File: src/rtl/cpu_fetch_sequencer.sv
// System-cycle sequencer and instruction fetcher for the 4-bit CPU core.
// Optional stop/stop_ack handshake is enabled by defining CPU_FETCH_STOP_EN.
module cpu_fetch_sequencer #(
  parameter int unsigned DATA_W     = 4,
  parameter int unsigned CYCLES     = 8,
  parameter int unsigned EXEC_CYCLE = 5,
  localparam int unsigned CW        = $clog2(CYCLES)
) (
  input  logic                  clock,
  input  logic                  reset,
  input  logic [DATA_W-1:0]     data,
`ifdef CPU_FETCH_STOP_EN
  input  logic                  stop,
  output logic                  stop_ack,
`endif
  output logic [CW-1:0]         cycle,
  output logic                  sync,
  output logic [2*DATA_W-1:0]   inst,
  output logic [2*DATA_W-1:0]   inst2,
  output logic                  second_word,
  output logic                  pc_hold,
  output logic                  rom_addr_sel,
  output logic                  exec_strobe,
  output logic                  inst_done
);

  localparam logic [CW-1:0] LAST_CYC = CW'(CYCLES - 1);
  localparam logic [CW-1:0] HI_CYC   = CW'(3);
  localparam logic [CW-1:0] LO_CYC   = CW'(4);
  localparam logic [CW-1:0] EXE_CYC  = CW'(EXEC_CYCLE);

  typedef enum logic [1:0] {
    S_FETCH1   = 2'd0,
    S_FETCH2   = 2'd1,
    S_INDIRECT = 2'd2
`ifdef CPU_FETCH_STOP_EN
    ,S_STOPPED = 2'd3
`endif
  } state_t;

  state_t                r_state;
  state_t                w_state_nxt;
  logic [CW-1:0]         r_cycle;
  logic [2*DATA_W-1:0]   r_inst;
  logic [2*DATA_W-1:0]   r_inst2;
  logic                  r_second_word;
  logic                  r_pc_hold;
  logic                  r_rom_addr_sel;
  logic                  w_last;
  logic                  w_two_word;
  logic                  w_fin;
  logic                  w_final;
  logic                  w_halt_req;
  logic [3:0]            w_opcode;

  assign w_last   = (r_cycle == LAST_CYC);
  assign w_opcode = r_inst[2*DATA_W-1 -: 4];

`ifdef CPU_FETCH_STOP_EN
  logic r_stop_ack;
  assign w_halt_req = stop;
  assign stop_ack   = r_stop_ack;
`else
  assign w_halt_req = 1'b0;
`endif

  always_comb begin
    w_two_word = 1'b0;
    w_fin      = 1'b0;
    case (w_opcode)
      4'h1, 4'h4, 4'h5, 4'h7: w_two_word = 1'b1;
      4'h2:                   w_two_word = ~r_inst[0];
      4'h3:                   w_fin      = ~r_inst[0];
      default: ;
    endcase
  end

  // Counter and word capture; capture is steered by the current state.
  always_ff @(posedge clock) begin
    if (reset) begin
      r_cycle <= '0;
      r_inst  <= '0;
      r_inst2 <= '0;
    end else begin
      r_cycle <= w_last ? '0 : r_cycle + CW'(1);
      if (r_state == S_FETCH1) begin
        if (r_cycle == HI_CYC) r_inst[2*DATA_W-1:DATA_W] <= data;
        if (r_cycle == LO_CYC) r_inst[DATA_W-1:0]        <= data;
      end else if (r_state == S_FETCH2 || r_state == S_INDIRECT) begin
        if (r_cycle == HI_CYC) r_inst2[2*DATA_W-1:DATA_W] <= data;
        if (r_cycle == LO_CYC) r_inst2[DATA_W-1:0]        <= data;
      end
    end
  end

  // State register; the per-state outputs are registered from the next state
  // so they are glitch-free and stable for the whole system cycle.
  always_ff @(posedge clock) begin
    if (reset) begin
      r_state        <= S_FETCH1;
      r_second_word  <= 1'b0;
      r_pc_hold      <= 1'b0;
      r_rom_addr_sel <= 1'b0;
`ifdef CPU_FETCH_STOP_EN
      r_stop_ack     <= 1'b0;
`endif
    end else begin
      r_state        <= w_state_nxt;
      r_second_word  <= (w_state_nxt == S_FETCH2) || (w_state_nxt == S_INDIRECT);
      r_rom_addr_sel <= (w_state_nxt == S_INDIRECT);
`ifdef CPU_FETCH_STOP_EN
      r_pc_hold      <= (w_state_nxt == S_INDIRECT) || (w_state_nxt == S_STOPPED);
      r_stop_ack     <= (w_state_nxt == S_STOPPED);
`else
      r_pc_hold      <= (w_state_nxt == S_INDIRECT);
`endif
    end
  end

  always_comb begin
    w_state_nxt = r_state;
    if (w_last) begin
      case (r_state)
        S_FETCH1: begin
          if (w_two_word)  w_state_nxt = S_FETCH2;
          else if (w_fin)  w_state_nxt = S_INDIRECT;
`ifdef CPU_FETCH_STOP_EN
          else if (w_halt_req) w_state_nxt = S_STOPPED;
`endif
          else             w_state_nxt = S_FETCH1;
        end
        S_FETCH2, S_INDIRECT: begin
`ifdef CPU_FETCH_STOP_EN
          w_state_nxt = w_halt_req ? S_STOPPED : S_FETCH1;
`else
          w_state_nxt = S_FETCH1;
`endif
        end
`ifdef CPU_FETCH_STOP_EN
        S_STOPPED: w_state_nxt = w_halt_req ? S_STOPPED : S_FETCH1;
`endif
        default: w_state_nxt = S_FETCH1;
      endcase
    end
  end

  // Final system cycle: a 1-word FETCH1, or the second cycle of a 2-cycle instruction.
  always_comb begin
    w_final = 1'b0;
    case (r_state)
      S_FETCH1:             w_final = ~w_two_word & ~w_fin;
      S_FETCH2, S_INDIRECT: w_final = 1'b1;
      default:              w_final = 1'b0;
    endcase
    exec_strobe = w_final && (r_cycle == EXE_CYC);
    inst_done   = w_final && w_last;
    sync        = ~w_last;
  end

  assign cycle        = r_cycle;
  assign inst         = r_inst;
  assign inst2        = r_inst2;
  assign second_word  = r_second_word;
  assign pc_hold      = r_pc_hold;
  assign rom_addr_sel = r_rom_addr_sel;

  logic w_unused;
  assign w_unused = w_halt_req;

endmodule

File: config.mk
export PLATFORM = sky130hd
export DESIGN_NAME = cpu_fetch_sequencer
export DESIGN_NICKNAME = d
export VERILOG_FILES = /design/src/rtl/cpu_fetch_sequencer.sv
export SDC_FILE = /design/constraint.sdc
export NUM_CORES = 1
export LEC_CHECK = 0
export BUFFER_PORTS_ARGS = -buffer_cell sky130_fd_sc_hd__buf_2
export CORE_MARGIN = 8
export CORE_UTILIZATION = 53
export DETAILED_ROUTE_END_ITERATION = 6
export PLACE_DENSITY = 0.82
export SYNTH_ARGS = -nofsm -noshare
export SYNTH_HDL_FRONTEND = slang
export SYNTH_SLANG_ARGS = --single-unit
File: constraint.sdc
create_clock -name clock -period 3.95 [get_ports clock]
set_input_delay 0.5925 -clock clock [delete_from_list [all_inputs] [get_ports clock]]
set_output_delay 0.5925 -clock clock [all_outputs]
set_load 0.01 [all_outputs]
---- Word-level counts from Yosys, hierarchy flattened ----
Cells that the tools add are included.
cells by class
  add/subtract/negate cells ............... 1
  equal/unequal tests ..................... 14
  multiplexer cells ....................... 7
  bitwise operators ....................... 6
  reductions and logical operators ........ 12
operator list
  operator                                        count
  == test 4 x 3 -> 1 bit (second input constant)  3
  == test 3 bit (second input constant)           3
  == test 4 x 2 -> 1 bit (second input constant)  2
  two-way mux 2 bit                               4
  AND reduction 3 bit                             2
  inverter 1 bit                                  5
  == test 2 x 1 -> 1 bit (second input constant)  2
  == test 2 bit (second input constant)           2
  == test 4 x 1 -> 1 bit (second input constant)  1
  one-hot mux 1 bit (2 select lines)              2
  AND reduction 2 bit                             2
  OR reduction 2 bit                              2
  OR reduction 4 bit                              1
  adder 3 x 1 -> 3 bit (second input constant)    1
  == test 3 x 2 -> 1 bit (second input constant)  1
  logical AND 1 bit                               2
  zero test 2 bit                                 1
  logical OR 1 bit                                2
  bitwise AND 1 bit                               1
  two-way mux 1 bit                               1
storage, ports and cells
  register bits ........................... 23
  output and inout bits ................... 25
  word-level logic and storage cells ...... 48

---- Longest topological paths before layout ----
  depth after elaboration ................. 8
  gate-level depth with buffers ........... 8
  mapped depth without buffers ............ 7

---- Least setup slack after synthesis ----
Ideal clock, no wire load.
  path type ............................... register to output
  start ................................... register r_cycle[0] (netlist: cycle[0])
  end ..................................... output inst_done
  data arrival time ....................... 1.342 ns
  data required time ...................... 3.357 ns
  slack ................................... 2.016 ns
  stages on the path, launching flop included .. 5
  buffers on the path ..................... 0
  cells stage by stage .................... dfxtp_1 -> ha_1 -> ha_1 -> inv_1 -> nor4_2
on the way
  word-level cells in the longest chain between the ends .. 2
RTL lines
  element                   line  source
  start: declaration        43    logic [CW-1:0] r_cycle;
  start signal: assignment  85    r_cycle <= w_last ? '0 : r_cycle + CW'(1);
  == test 3 bit             56    assign w_last = (r_cycle == LAST_CYC);
  logical AND 1 bit         156   inst_done = w_final && w_last;
  end: declaration          24    output logic inst_done
Every way passes these cells.

---- Final worst setup path ----
Same ends and word-level chain as after synthesis.

==> flow_summary.ini <==
[status]
status = finished, final reports clean

[detailed_routing]
vias = 863
wl_per_cell_um = 13.3
first_iter_violations = 12
routed_wl_um = 2230
drtAntennaViolNets = 0
vias_per_cell = 5.14
drc = 0
drt_first_pass_iters = 4

[clocking]
cts-root-buf = clkbuf_4
tritoncts = yes
cts-htree-levels = 1
cts_max_path_buffers = 2
cts.repair.resized = 0
cts_sinks = 23
post-cts-setup-buffer-count = 0
clkTransAtPathRegs_ns = 0.13
clock_latency_ns = 0.31
cts-buffers-inserted = 3
cts_hold_buf = 0

[timing]
fmax_ghz = 0.428
finalSetupViolCount = 0
min_period_over_period_pct = 59.2
setup_slack_ns = 1.61
slew_violations = 0
holdWs_ns = 0.509
final.setup.tns_ns = 0
tightest_slew_ns = 0.450
finClkSkew_ns = 0.0118
rsz0062_at_grt = false
max-slew-margin-rel_pct = 69.6
finalHoldViolCount = 0
min_period_ns = 2.34

[critical_path]
crit_path_start_kind = register
critPathRequiredTime_ns = 3.36
worstPathArrival_ns = 1.75
end_kind = output port
r2r_cells = 7
r2r_slack_ns = 2.14
path_class = register to output port
cp_max_fo = 6

[floorplan]
coreArea_um2 = 1900
dieArea_um2 = 3640
ios = 31
die_y_um = 60.4
die_x_um = 60.4
initial_core_util_pct = 54.9
rows = 16

[logic_synthesis]
synthCells = 111
ys_warn_count = 0
synth_area_um2 = 1040
synth_cell_types = 24
yosysSeqAreaShare_pct = 44.1
ys_ff_latch = 23
avgSynthCellArea_um2 = 9.40
synth_nets = 125

[global_routing]
grt_pass1_vias = 890
gr-total-overflow = 0
grt_pass1_wl_um = 3760
grt_antenna_before_repair = 0
grt.total_usage_pct = 13.2
grt_max_degree = 24

[hold_path]
whs_path_depth = 2
hp-class = register to register

[layout]
finish.instance_area_um2 = 1230
area_delta_synth_final_pct = 18.0
final_cell_mix = 30 x buf_2, 23 x dfxtp_1, 16 x nor2_1
final_cells = 168
final_common_cell = buf_2
diodes = 0
drive_gt1_share_pct = 26.2
nets = 156

[placed_design]
port_buffers = 30
gp_congestion = 0.849
dp_cells = 164
dp_hpwl_um = 1760
post-place-ws_ns = 1.97
dpl_cell_area_um2 = 1200

[pwr]
combPwrFrac_pct = 9.6
clock_power_share_pct = 27.6
p_leak_nw = 0.639
p_int_uw = 291
seq_power_share_pct = 62.8
swShare_pct = 24.7
irDropWorstVdd_uv = 201
p_per_area_nw_per_um2 = 314
p_sw_uw = 95.7

[flow_run]
maxCapViolations = 0
## per-stage QoR
step | power [mW] | utilization, %
after floorplan | 0.270 | -
after global placement | 0.283 | 63.2
after detailed placement | 0.285 | 63.2
after CTS | 0.390 | 64.7
after global routing | 0.405 | 64.7
final | 0.387 | 64.7
## power groups by stage
stage / clock, mW / sequential, mW / combinational [mW]
floorplan: 0 / 0.250 / 0.0199
global placement: 0 / 0.248 / 0.0353
detailed placement: 0 / 0.248 / 0.0371
CTS: 0.109 / 0.243 / 0.0375
global route: 0.119 / 0.244 / 0.0426
finish: 0.107 / 0.243 / 0.0373
## worst max-delay path, cell delays in order, from the launching register on
cell	delay, ns
dfxtp_1	0.43
ha_1	0.21
ha_1	0.26
inv_1	0.12
nor4_2	0.26
buf_2	0.16
## layout make-up
type	instances	area, um^2
Multi-Input combinational cell	77	531
Timing Repair Buffer	30	150
Fill cell	161	671
Clock buffer	3	22.5
Clock inverter	1	7.51
Sequential cell	23	460
Inverter	7	26.3
Tap cell	27	33.8
## synth_stat cells
cell | number | area, um^2
nand3b_1 | 2 | 15.0
nand4b_1 | 1 | 8.76
nand3_1 | 5 | 25.0
nand2_1 | 9 | 33.8
nor2b_1 | 6 | 37.5
o311a_1 | 1 | 10.0
buf_4 | 1 | 7.51
inv_1 | 7 | 26.3
and2b_2 | 1 | 8.76
nand4_1 | 1 | 6.26
nor2_1 | 16 | 60.1
o311ai_0 | 1 | 8.76
clkbuf_1 | 2 | 7.51
a211oi_1 | 1 | 7.51
ha_1 | 8 | 100
nor3_1 | 3 | 15.0
nor4_2 | 2 | 25.0
a2111oi_0 | 1 | 8.76
o21a_1 | 1 | 7.51
dfxtp_1 | 23 | 460
a21oi_1 | 5 | 25.0
buf_6 | 1 | 11.3
mux2i_1 | 12 | 120
nor3b_1 | 1 | 7.51
## path summary, 6_finish.rpt
path | from | endpoint
max reg2reg | r_state[0] | second_word
min | inst2[4] | inst2[4]
min reg2reg | inst2[4] | inst2[4]
max | cycle[0] | inst_done
## flip-flops by register name, indices dropped and copies added, names as in the netlist
name	count
inst2	8
cycle	3
second_word	1
r_state	2
rom_addr_sel	1
inst	8
## layer usage
layer  routed length [um]  global-route usage (%)
met3                  155                    3.81
met5                    0                       0
met4                   12                    4.08
met2                 1110                    23.9
met1                  953                    14.4
## kinds of logic (layout without fill, tap and decap cells)
logic type	count (synthesis)	count (layout)	synth area share, %
mux	12	12	11.5
flops	23	23	44.1
fa+ha+maj	8	8	9.59
simple gates	47	47	23.3
buf+inv	11	41	5.04
compound gates	10	10	6.48
Power figures use the tool's default switching activity.
